[src/rtl/controller_input_pkg.sv]
// Shared types and constants for the gamepad input path.
// Latency: n/a (package only).
// Backpressure: n/a (package only).
package controller_input_pkg;

    // Serial reader FSM encoding
    typedef enum logic [2:0] {
        ST_IDLE     = 3'd0,
        ST_LATCH    = 3'd1,
        ST_SHIFT_LO = 3'd2,
        ST_SHIFT_HI = 3'd3,
        ST_EVAL     = 3'd4
    } rd_state_t;

    // SNES serial bit positions (after inversion to active-high)
    localparam int SNES_B      = 0;
    localparam int SNES_Y      = 1;
    localparam int SNES_SELECT = 2;
    localparam int SNES_START  = 3;
    localparam int SNES_UP     = 4;
    localparam int SNES_DOWN   = 5;
    localparam int SNES_LEFT   = 6;
    localparam int SNES_RIGHT  = 7;
    localparam int SNES_A      = 8;
    localparam int SNES_X      = 9;
    localparam int SNES_L      = 10;
    localparam int SNES_R      = 11;
    localparam int SNES_ID_LSB = 12;
    localparam int SNES_BITS   = 16;

    // Button positions inside each 5-bit field of input_data
    localparam int BTN_UP     = 0;
    localparam int BTN_DOWN   = 1;
    localparam int BTN_LEFT   = 2;
    localparam int BTN_RIGHT  = 3;
    localparam int BTN_ATTACK = 4;
    localparam int BTN_W      = 5;

    localparam int PRESSED_LSB  = 5;
    localparam int RELEASED_LSB = 0;

    // Fold the 16 raw pad bits down to the five buttons the player uses
    function automatic logic [BTN_W-1:0] map_buttons(input logic [SNES_BITS-1:0] raw);
        logic [BTN_W-1:0] m;
        m             = '0;
        m[BTN_UP]     = raw[SNES_UP];
        m[BTN_DOWN]   = raw[SNES_DOWN];
        m[BTN_LEFT]   = raw[SNES_LEFT];
        m[BTN_RIGHT]  = raw[SNES_RIGHT];
        m[BTN_ATTACK] = raw[SNES_B] | raw[SNES_A];
        return m;
    endfunction

    // A real pad drives its four ID bits high on the wire (zero once inverted);
    // a floating or shorted line reads them as pressed.
    function automatic logic pad_present(input logic [SNES_BITS-1:0] raw);
        return (raw[SNES_BITS-1:SNES_ID_LSB] == 4'b0000);
    endfunction

endpackage

[src/rtl/controller_input_shift_reader.sv]
// Drives the SNES latch/clock protocol and shifts in 16 button bits per poll.
// Latency: 2*HALF_PERIOD*17 + 1 cycles from start to raw_valid.
// Backpressure: none; start is ignored unless the reader is idle.
module snes_shift_reader
    import controller_input_pkg::*;
#(
    parameter int HALF_PERIOD = 150
) (
    input  logic                 clk,
    input  logic                 reset,
    input  logic                 start,
    input  logic                 ctrl_data,
    output logic                 ctrl_latch,
    output logic                 ctrl_clk,
    output logic [SNES_BITS-1:0] raw,
    output logic                 raw_valid
);

    localparam int HC_W = $clog2(2 * HALF_PERIOD);
    localparam logic [HC_W-1:0] LATCH_LAST = HC_W'(2 * HALF_PERIOD - 1);
    localparam logic [HC_W-1:0] HALF_LAST  = HC_W'(HALF_PERIOD - 1);
    localparam logic [HC_W-1:0] HC_ONE     = HC_W'(1);
    localparam logic [3:0]      LAST_BIT   = 4'd15;

    rd_state_t       state;
    rd_state_t       state_next;
    logic [HC_W-1:0] half_cnt;
    logic [3:0]      bit_idx;
    logic            phase_last;

    // Next-state decode; phase_last marks the final cycle of the current phase
    always_comb begin
        state_next = state;
        raw_valid  = 1'b0;
        phase_last = (state == ST_LATCH) ? (half_cnt == LATCH_LAST)
                                         : (half_cnt == HALF_LAST);
        case (state)
            ST_IDLE:     if (start) state_next = ST_LATCH;
            ST_LATCH:    if (phase_last) state_next = ST_SHIFT_LO;
            ST_SHIFT_LO: if (phase_last) state_next = ST_SHIFT_HI;
            ST_SHIFT_HI: if (phase_last) state_next = (bit_idx == LAST_BIT) ? ST_EVAL : ST_SHIFT_LO;
            ST_EVAL: begin
                raw_valid  = 1'b1;
                state_next = ST_IDLE;
            end
            default:     state_next = ST_IDLE;
        endcase
    end

    // State register, phase timer, bit capture and registered pad strobes.
    // Pad data is sampled at the end of a phase, well after the pad has shifted.
    always_ff @(posedge clk or negedge reset) begin
        if (!reset) begin
            state      <= ST_IDLE;
            half_cnt   <= '0;
            bit_idx    <= '0;
            raw        <= '0;
            ctrl_latch <= 1'b0;
            ctrl_clk   <= 1'b1;
        end else begin
            state      <= state_next;
            ctrl_latch <= (state_next == ST_LATCH);
            ctrl_clk   <= (state_next != ST_SHIFT_LO);

            if (state_next != state || state == ST_IDLE) begin
                half_cnt <= '0;
            end else begin
                half_cnt <= half_cnt + HC_ONE;
            end

            if (state == ST_IDLE && start) begin
                raw <= '0;
            end

            if (state == ST_LATCH && phase_last) begin
                bit_idx <= '0;
                raw[0]  <= ~ctrl_data;
            end

            if (state == ST_SHIFT_HI && phase_last && bit_idx != LAST_BIT) begin
                bit_idx               <= bit_idx + 4'd1;
                raw[bit_idx + 4'd1]   <= ~ctrl_data;
            end
        end
    end

endmodule

[src/rtl/controller_input.sv]
// Polls a SNES pad, debounces five buttons and emits pressed/released pulses.
// Latency: pulses appear the cycle after the EVAL cycle of the poll that settles debounce.
// Backpressure: none; pulses and poll_done are single-cycle and must be consumed on sight.
module controller_input
    import controller_input_pkg::*;
#(
    parameter int HALF_PERIOD    = 150,
    parameter int POLL_PERIOD    = 25000,
    parameter int DEBOUNCE_POLLS = 3
) (
    input  logic       clk,
    input  logic       reset,
    input  logic       ctrl_data,
    output logic       ctrl_latch,
    output logic       ctrl_clk,
    output logic [9:0] input_data,
    output logic       ctrl_present,
    output logic       poll_done
);

    localparam int PC_W = $clog2(POLL_PERIOD);
    localparam int DB_W = $clog2(DEBOUNCE_POLLS + 1);
    localparam logic [PC_W-1:0] POLL_RELOAD = PC_W'(POLL_PERIOD - 1);
    localparam logic [PC_W-1:0] PC_ONE      = PC_W'(1);
    localparam logic [DB_W-1:0] DB_MAX      = DB_W'(DEBOUNCE_POLLS);
    localparam logic [DB_W-1:0] DB_ONE      = DB_W'(1);

    logic [PC_W-1:0]      poll_cnt;
    logic                 poll_start;
    logic [SNES_BITS-1:0] raw;
    logic                 raw_valid;

    logic [BTN_W-1:0] stable;
    logic [BTN_W-1:0] candidate;
    logic [DB_W-1:0]  db_cnt;

    logic             present;
    logic [BTN_W-1:0] sample;
    logic [BTN_W-1:0] cand_next;
    logic [DB_W-1:0]  cnt_next;
    logic [BTN_W-1:0] stable_next;
    logic [9:0]       edge_word;

    assign poll_start = (poll_cnt == '0);

    // Free-running poll timer: zero after reset so the first poll starts immediately
    always_ff @(posedge clk or negedge reset) begin
        if (!reset) begin
            poll_cnt <= '0;
        end else if (poll_start) begin
            poll_cnt <= POLL_RELOAD;
        end else begin
            poll_cnt <= poll_cnt - PC_ONE;
        end
    end

    snes_shift_reader #(
        .HALF_PERIOD (HALF_PERIOD)
    ) u_reader (
        .clk        (clk),
        .reset      (reset),
        .start      (poll_start),
        .ctrl_data  (ctrl_data),
        .ctrl_latch (ctrl_latch),
        .ctrl_clk   (ctrl_clk),
        .raw        (raw),
        .raw_valid  (raw_valid)
    );

    // Map, presence gate, debounce step and edge extraction for the finished poll
    always_comb begin
        present   = pad_present(raw);
        sample    = present ? map_buttons(raw) : '0;
        cand_next = candidate;
        cnt_next  = db_cnt;
        if (sample == candidate) begin
            if (db_cnt != DB_MAX) begin
                cnt_next = db_cnt + DB_ONE;
            end
        end else begin
            cand_next = sample;
            cnt_next  = DB_ONE;
        end
        stable_next = (cnt_next == DB_MAX) ? cand_next : stable;
        edge_word   = '0;
        edge_word[PRESSED_LSB  +: BTN_W] = stable_next & ~stable;
        edge_word[RELEASED_LSB +: BTN_W] = ~stable_next & stable;
    end

    // Commit debounce state and pulse outputs on the EVAL cycle only
    always_ff @(posedge clk or negedge reset) begin
        if (!reset) begin
            stable       <= '0;
            candidate    <= '0;
            db_cnt       <= '0;
            input_data   <= '0;
            ctrl_present <= 1'b0;
            poll_done    <= 1'b0;
        end else begin
            poll_done <= raw_valid;
            if (raw_valid) begin
                stable       <= stable_next;
                candidate    <= cand_next;
                db_cnt       <= cnt_next;
                input_data   <= edge_word;
                ctrl_present <= present;
            end else begin
                input_data   <= '0;
            end
        end
    end

endmodule

[config.mk]
export PLATFORM = sky130hd
export DESIGN_NAME = controller_input
export DESIGN_NICKNAME = d
export VERILOG_FILES = /design/src/rtl/controller_input_pkg.sv /design/src/rtl/controller_input_shift_reader.sv /design/src/rtl/controller_input.sv
export SDC_FILE = /design/constraint.sdc
export NUM_CORES = 1
export LEC_CHECK = 0
export CAP_MARGIN = 20
export CORE_AREA = 4 4 97 99
export CTS_CLUSTER_SIZE = 14
export DETAILED_ROUTE_END_ITERATION = 6
export DIE_AREA = 0 0 101 103
export PLACE_DENSITY = 0.5
export SYNTH_ARGS = -nofsm -noshare
export SYNTH_HDL_FRONTEND = slang
export SYNTH_SLANG_ARGS = --single-unit
[constraint.sdc]
create_clock -name clk -period 2.4 [get_ports clk]
set_input_delay 0.24 -clock clk [delete_from_list [all_inputs] [get_ports clk]]
set_output_delay 0.24 -clock clk [all_outputs]
set_load 0.01 [all_outputs]
==> metrics.cfg, run 1 <==
[global_routing]
grt.overflow.total = 0
grt_max_degree = 68
grt_pass1_wl_um = 10500
antenna_found_initial = 0
grt_pass1_vias = 2133
grt.total_usage_pct = 12.8

[synth]
syn_inst = 299
ys.flop_type = dfrtp_1
yosysUniqueCellTypes = 48
synth_simple_gate_area_share_pct = 22.1
synth_top_family_by_area = simple AND/OR/NAND/NOR gates
netlist_area_sq_mm = 0.00311
synthAdderAreaFrac_pct = 2.42
synth-compound-area-share_pct = 7.74
syn-num-nets = 308
async_reset_ff_share_pct = 100
yosysWarningCount = 0
syn_area_per_cell_sq_um = 10.4
synth-xor-area-share_pct = 5.92
synth.mux.area_fraction_pct = 5.24
synth-seq-area-share_pct = 54.0
synth_edf_count = 0
ys_ff_latch = 67

[critical_path]
cp-end-kind = flop
startpoint = u_reader.state[1]
required_ps = 2660
arrival_ps = 2520
reg2reg_to = u_reader.raw[0]
crit_chain = or3b_1, or4_4, a2111o_1, a21oi_2, mux2i_1
critical_path.max_stage_delay_ps = 550
start_kind = flop
r2r_slack_ps = 140
r2r-start = u_reader.state[1]
slowest_stage = or4_4
crit_fanout = 8
worstSetupPathType = reg2reg
r2r_cells = 5

[timing]
final-setup-viol-count = 0
hold_viol_final = 0
skew_ps = 8.95
tns_ps = 0
fmax_ghz = 0.443
maxSlewHeadroom_pct = 61.5
worstMarginPinSlew_ps = 576
rsz0062_at_grt = no
fin_crit_sh_pct = 94.0
slew_violations = 0
min_period_ps = 2260

[finish]
fin_area_sq_mm = 0.00368
final_cell_mix = 66 x dfrtp_1, 41 x nand2_1, 26 x nor2_1
synthToLayoutAreaGrowth_pct = 18.5
seq_area_sq_mm = 0.00168
fillers = 845
drive_gt1_share_pct = 11.9
diodes = 0
nNetsFinal = 341
final_common_cell = dfrtp_1
utilization_pct = 43.0
final_cells = 445
multiInputGateArea_sq_mm = 0.00135

[place]
gp_congestion = 0.753
placed_cells_incl_taps = 428
dp_hpwl_um = 4060
placed_cell_area_sq_mm = 0.00348
io_buffers = 16

[routing]
drc = 0
detail_route.vias_per_cell = 4.96
wl_um = 5930
drt_iter0_markers = 77
ant_nets = 0
post_drt_wl_per_cell_um = 13.3
dr.pass1.iters = 4
vias = 2207

[floorplan]
rows = 34
initial_core_util_pct = 36.3
core_sq_mm = 0.00855
die_x_um = 101
die_area_sq_mm = 0.0104
die_y_um = 103
pin_count = 17

[clocking]
postCtsSetupBuffers = 0
clockBufferDepth = 2
cts_buffers = 9
htreeDepth = 3
cts_tree = built
path_clk_slew_ps = 80
cts-root-buf = clkbuf_8
insertion_delay_ps = 340
cts_resized = 0
clock_sinks = 67

[pwr]
total_power_mw = 2.09
ir_drop_uv = 288
p_leak_nw = 1.62
p_per_area_mw_per_mm2 = 569

[worst_hold_path]
hp-class = in2async

[flow_run]
drv_cap = 0

[status]
outcome = complete, no violations

==> logic make-up (layout without fill, tap and decap cells) <==
kind of cell    Yosys count  in the layout
compound gates           36             36
buf+inv                  20             58
mux                      16             16
xor+xnor                 21             21
simple gates            133            133
flops                    67             67
fa+ha+maj                 6              6
==> registers in the layout, indices dropped and copies added (netlist names) <==
register,flops
u_reader.ctrl_clk,1
poll_cnt,15
u_reader.state,3
candidate,5
stable,5
poll_done,1
u_reader.half_cnt,9
u_reader.raw,10
db_cnt,2
ctrl_present,1
u_reader.ctrl_latch,1
u_reader.bit_idx,4
input_data,10
==> layer usage <==
metal  GRT usage, %  vias to the layer above  part of all wire (%)
li1               -                     1113                     -
met1           17.6                     1062                    51
met2           19.4                       24                    45
met3           2.84                        8                   2.6
met4           5.83                        0                   1.4
met5              0                        -                     0
==> power breakdown <==
part / internal (mW) / total (mW) / switching (mW)
logic: 0.00695 / 0.0315 / 0.0245
registers: 1.13 / 1.13 / 0
clock network: 0.476 / 0.933 / 0.457
==> metrics by stage <==
step | hold slack [ps] | worst slack [ps]
after detailed placement | 290 | 120
final | 434 | 143
after CTS | 446 | 95.4
after global placement | 288 | 155
after global routing | 469 | 15.8
after floorplan | -55.6 | 162
==> worst max path at each step <==
| stage | end | slack [ps] | depth (start not counted) |
|---|---|---|---|
| after floorplan | u_reader.raw[0] | 160 | 5 |
| after global placement | u_reader.raw[0] | 150 | 5 |
| after detailed placement | u_reader.raw[0] | 120 | 5 |
| after CTS | u_reader.raw[0] | 100 | 5 |
| after global routing | u_reader.raw[0] | 20 | 5 |
| final | u_reader.raw[0] | 140 | 5 |
==> synth_stat cells (4+ instances only) <==
master,n,area share [%]
dfrtp_1,66,53
nand2_1,41,5.0
nor2_1,26,3.1
nand3_1,16,2.6
mux2i_1,14,4.5
xor2_1,12,3.4
inv_1,11,1.3
o21ai_0,9,1.5
xnor2_1,9,2.5
nand4_1,8,1.6
a21oi_1,7,1.1
ha_1,6,2.4
a31oi_1,5,1.0
clkbuf_1,5,0.60
nor3_1,5,0.81
and3_1,4,0.81
nand2b_1,4,0.81
nor3b_1,4,0.97
nor4_1,4,0.81
or4_1,4,0.97
==> critical path, delay by kind of cell (launching register included) <==
kind / cells / cell delay (ps)
multiplexers: 1 / 180
AO/OA/AOI/OAI: 2 / 670
AND/OR/NAND/NOR: 2 / 950
flip-flops: 1 / 380
==> final cells by class <==
| type | count | share of cell area [%] |
|---|---|---|
| tap | 108 | 3.67 |
| clock buffer | 9 | 3.37 |
| multi-input combinational | 212 | 36.7 |
| timing repair buffer | 31 | 7.69 |
| inverter | 11 | 1.12 |
| clock inverter | 7 | 1.87 |
| sequential | 67 | 45.6 |
==> what timing repair did <==
item / in CTS / in global routing
hold endpoints to repair: 66 / 0
hold buffers: 1 / 0
endpoints found under the setup margin: 0 / 1
(Power assumes the default switching activity.)
==> run 2: changes to the inputs <==
==> constraint.sdc (replaced) <==
create_clock -name clk -period 2.85 [get_ports clk]
set_input_delay 0.285 -clock clk [delete_from_list [all_inputs] [get_ports clk]]
set_output_delay 0.285 -clock clk [all_outputs]
set_load 0.02 [all_outputs]
==> metrics.cfg, run 2 (synthesized netlist as in run 1, its figures left out) <==
[timing]
fmax_ghz = 0.416  ; -6.2%
min_period_ps = 2410  ; +149 ps
skew_ps = 10.6  ; +1.64 ps
maxSlewHeadroom_pct = 61.6  ; +0.17 points
worstMarginPinSlew_ps = 574  ; -2.49 ps
tns_ps = 0  ; unchanged
fin_crit_sh_pct = 84.4  ; -9.6 points
whs_ps = 450  ; +16.8 ps
final-setup-viol-count = 0  ; unchanged
finalWorstSetupSlack_ps = 444  ; +301 ps
slew_violations = 0  ; unchanged
hold_viol_final = 0  ; unchanged
rsz0062_at_grt = no

[worst_hold_path]
worstHoldStart = stable[2]
hp-class = reg2reg
worstHoldEndpoint = input_data[7]
min_path_cells = 1

[finish]
diodes = 0  ; unchanged
fin_area_sq_mm = 0.00368  ; +0.10%
regMostFlops = poll_cnt
drive_gt1_share_pct = 10.8  ; -1.1 points
final_cell_mix = 66 x dfrtp_1, 41 x nand2_1, 26 x nor2_1
final_cells = 441  ; -0.90%
final_common_cell = dfrtp_1
largest_reg_flops = 15  ; unchanged
seq_area_sq_mm = 0.00168  ; unchanged
multiInputGateArea_sq_mm = 0.00135  ; unchanged
utilization_pct = 43.1  ; +0.044 points
largestRegisters = poll_cnt (15), input_data (10), u_reader.raw (10)
synthToLayoutAreaGrowth_pct = 18.6
nNetsFinal = 337  ; -1.2%
fillers = 812  ; -3.9%

[routing]
post_drt_wl_per_cell_um = 13.2  ; -1.4%
wl_um = 5800  ; -2.2%
detail_route.vias_per_cell = 4.86  ; -2.0%
vias = 2143  ; -2.9%
drt_iter0_markers = 67  ; -13%
dr.pass1.iters = 4  ; unchanged
ant_nets = 0  ; unchanged
drc = 0  ; unchanged

[critical_path]
cp-end-kind = flop
worstSetupPathType = reg2reg
reg2reg_to = u_reader.raw[0]
crit_fanout = 11  ; +3
r2r-start = u_reader.state[2]
critical_path.max_stage_delay_ps = 550  ; about the same
crit_chain = or3b_1, or4_4, a2111o_1, a21oi_2, mux2i_1
r2r_cells = 5  ; unchanged
start_kind = flop
required_ps = 3120  ; +460 ps
arrival_ps = 2670  ; +150 ps
r2r_slack_ps = 440  ; +300 ps
slowest_stage = or4_4

[global_routing]
gr-usage-met1_pct = 17.1  ; -0.45 points
grt_pass1_vias = 2176  ; +2.0%
grt_max_degree = 68  ; unchanged
grt.overflow.total = 0  ; unchanged
grt.total_usage_pct = 12.9  ; +0.12 points
grtUsageMet3_pct = 2.44  ; -0.41 points
grt_pass1_wl_um = 10500  ; +0.66%
grt-busiest-layer = met2
use_met2_pct = 20.2  ; +0.81 points
antenna_found_initial = 0  ; unchanged

[place]
placed_cell_area_sq_mm = 0.00345  ; -0.86%
dp_hpwl_um = 3960  ; -2.3%
placed_cells_incl_taps = 424  ; -0.93%
dp_slack_ps = 455  ; +335 ps
io_buffers = 16  ; unchanged
gp_congestion = 0.749  ; -0.58%

[floorplan]
pin_count = 17  ; unchanged
die_y_um = 103  ; unchanged
rows = 34  ; unchanged
initial_core_util_pct = 36.3  ; unchanged
core_sq_mm = 0.00855  ; unchanged
die_x_um = 101  ; unchanged
die_area_sq_mm = 0.0104  ; unchanged

[clocking]
cts_buffers = 9  ; unchanged
clock_sinks = 67  ; unchanged
postCtsSetupBuffers = 0  ; unchanged
cts_tree = built
htreeDepth = 3  ; unchanged
cts-root-buf = clkbuf_8
holdBufCountCts = 1  ; unchanged
cts_resized = 0  ; unchanged
path_clk_slew_ps = 70  ; about the same
clockBufferDepth = 2  ; unchanged
insertion_delay_ps = 350  ; about the same

[pwr]
p_leak_nw = 1.61  ; -0.35%
total_power_mw = 1.87  ; -11%
p_per_area_mw_per_mm2 = 507  ; -11%
ir_drop_uv = 213  ; -26%

[flow_run]
drv_cap = 0  ; unchanged

[status]
outcome = complete, no violations

[run 2: cell types whose count changed in the layout (fill, tap and decap cells not counted)]
cell | previous run | this run
bufinv_16 | 1 | 2
buf_4 | 13 | 9
clkinv_2 | 3 | 1
clkbuf_8 | 9 | 10
[run 2: worst max-delay path by stage]
stage / from / endpoint / cells after the start
after global routing: u_reader.state[2] / u_reader.raw[0] / 5
after global placement: u_reader.state[2] / u_reader.raw[0] / 5
after floorplan: u_reader.state[1] / u_reader.raw[0] / 5
after CTS: u_reader.state[2] / u_reader.raw[0] / 5
final: u_reader.state[2] / u_reader.raw[0] / 5
after detailed placement: u_reader.state[2] / u_reader.raw[0] / 5
[run 2: worst max-delay path: cells and delay by family, from the launching register on]
kind             cells  cell delay (ps)
AO/OA/AOI/OAI        2              710
flip-flops           1              480
multiplexers         1              180
AND/OR/NAND/NOR      2              960
[run 2: layout make-up]
class | instances | area share (%)
Inverter | 11 | 1.12
Clock buffer | 10 | 3.74
Clock inverter | 6 | 2.41
Multi-Input combinational cell | 212 | 36.6
Sequential cell | 67 | 45.6
Tap cell | 108 | 3.67
Timing Repair Buffer | 27 | 6.86
[run 2: layer usage]
layer  routed length [um]  up-vias
li1                     -     1103
met1                 2830     1009
met2                 2700       20
met3                  153       11
met4                  110        0
met5                    0        -
[run 2: power by group]
group	internal, mW	total, mW	switching [mW]
Sequential	0.950	0.950	0
Clock	0.516	0.890	0.374
Combinational	0.00586	0.0263	0.0205
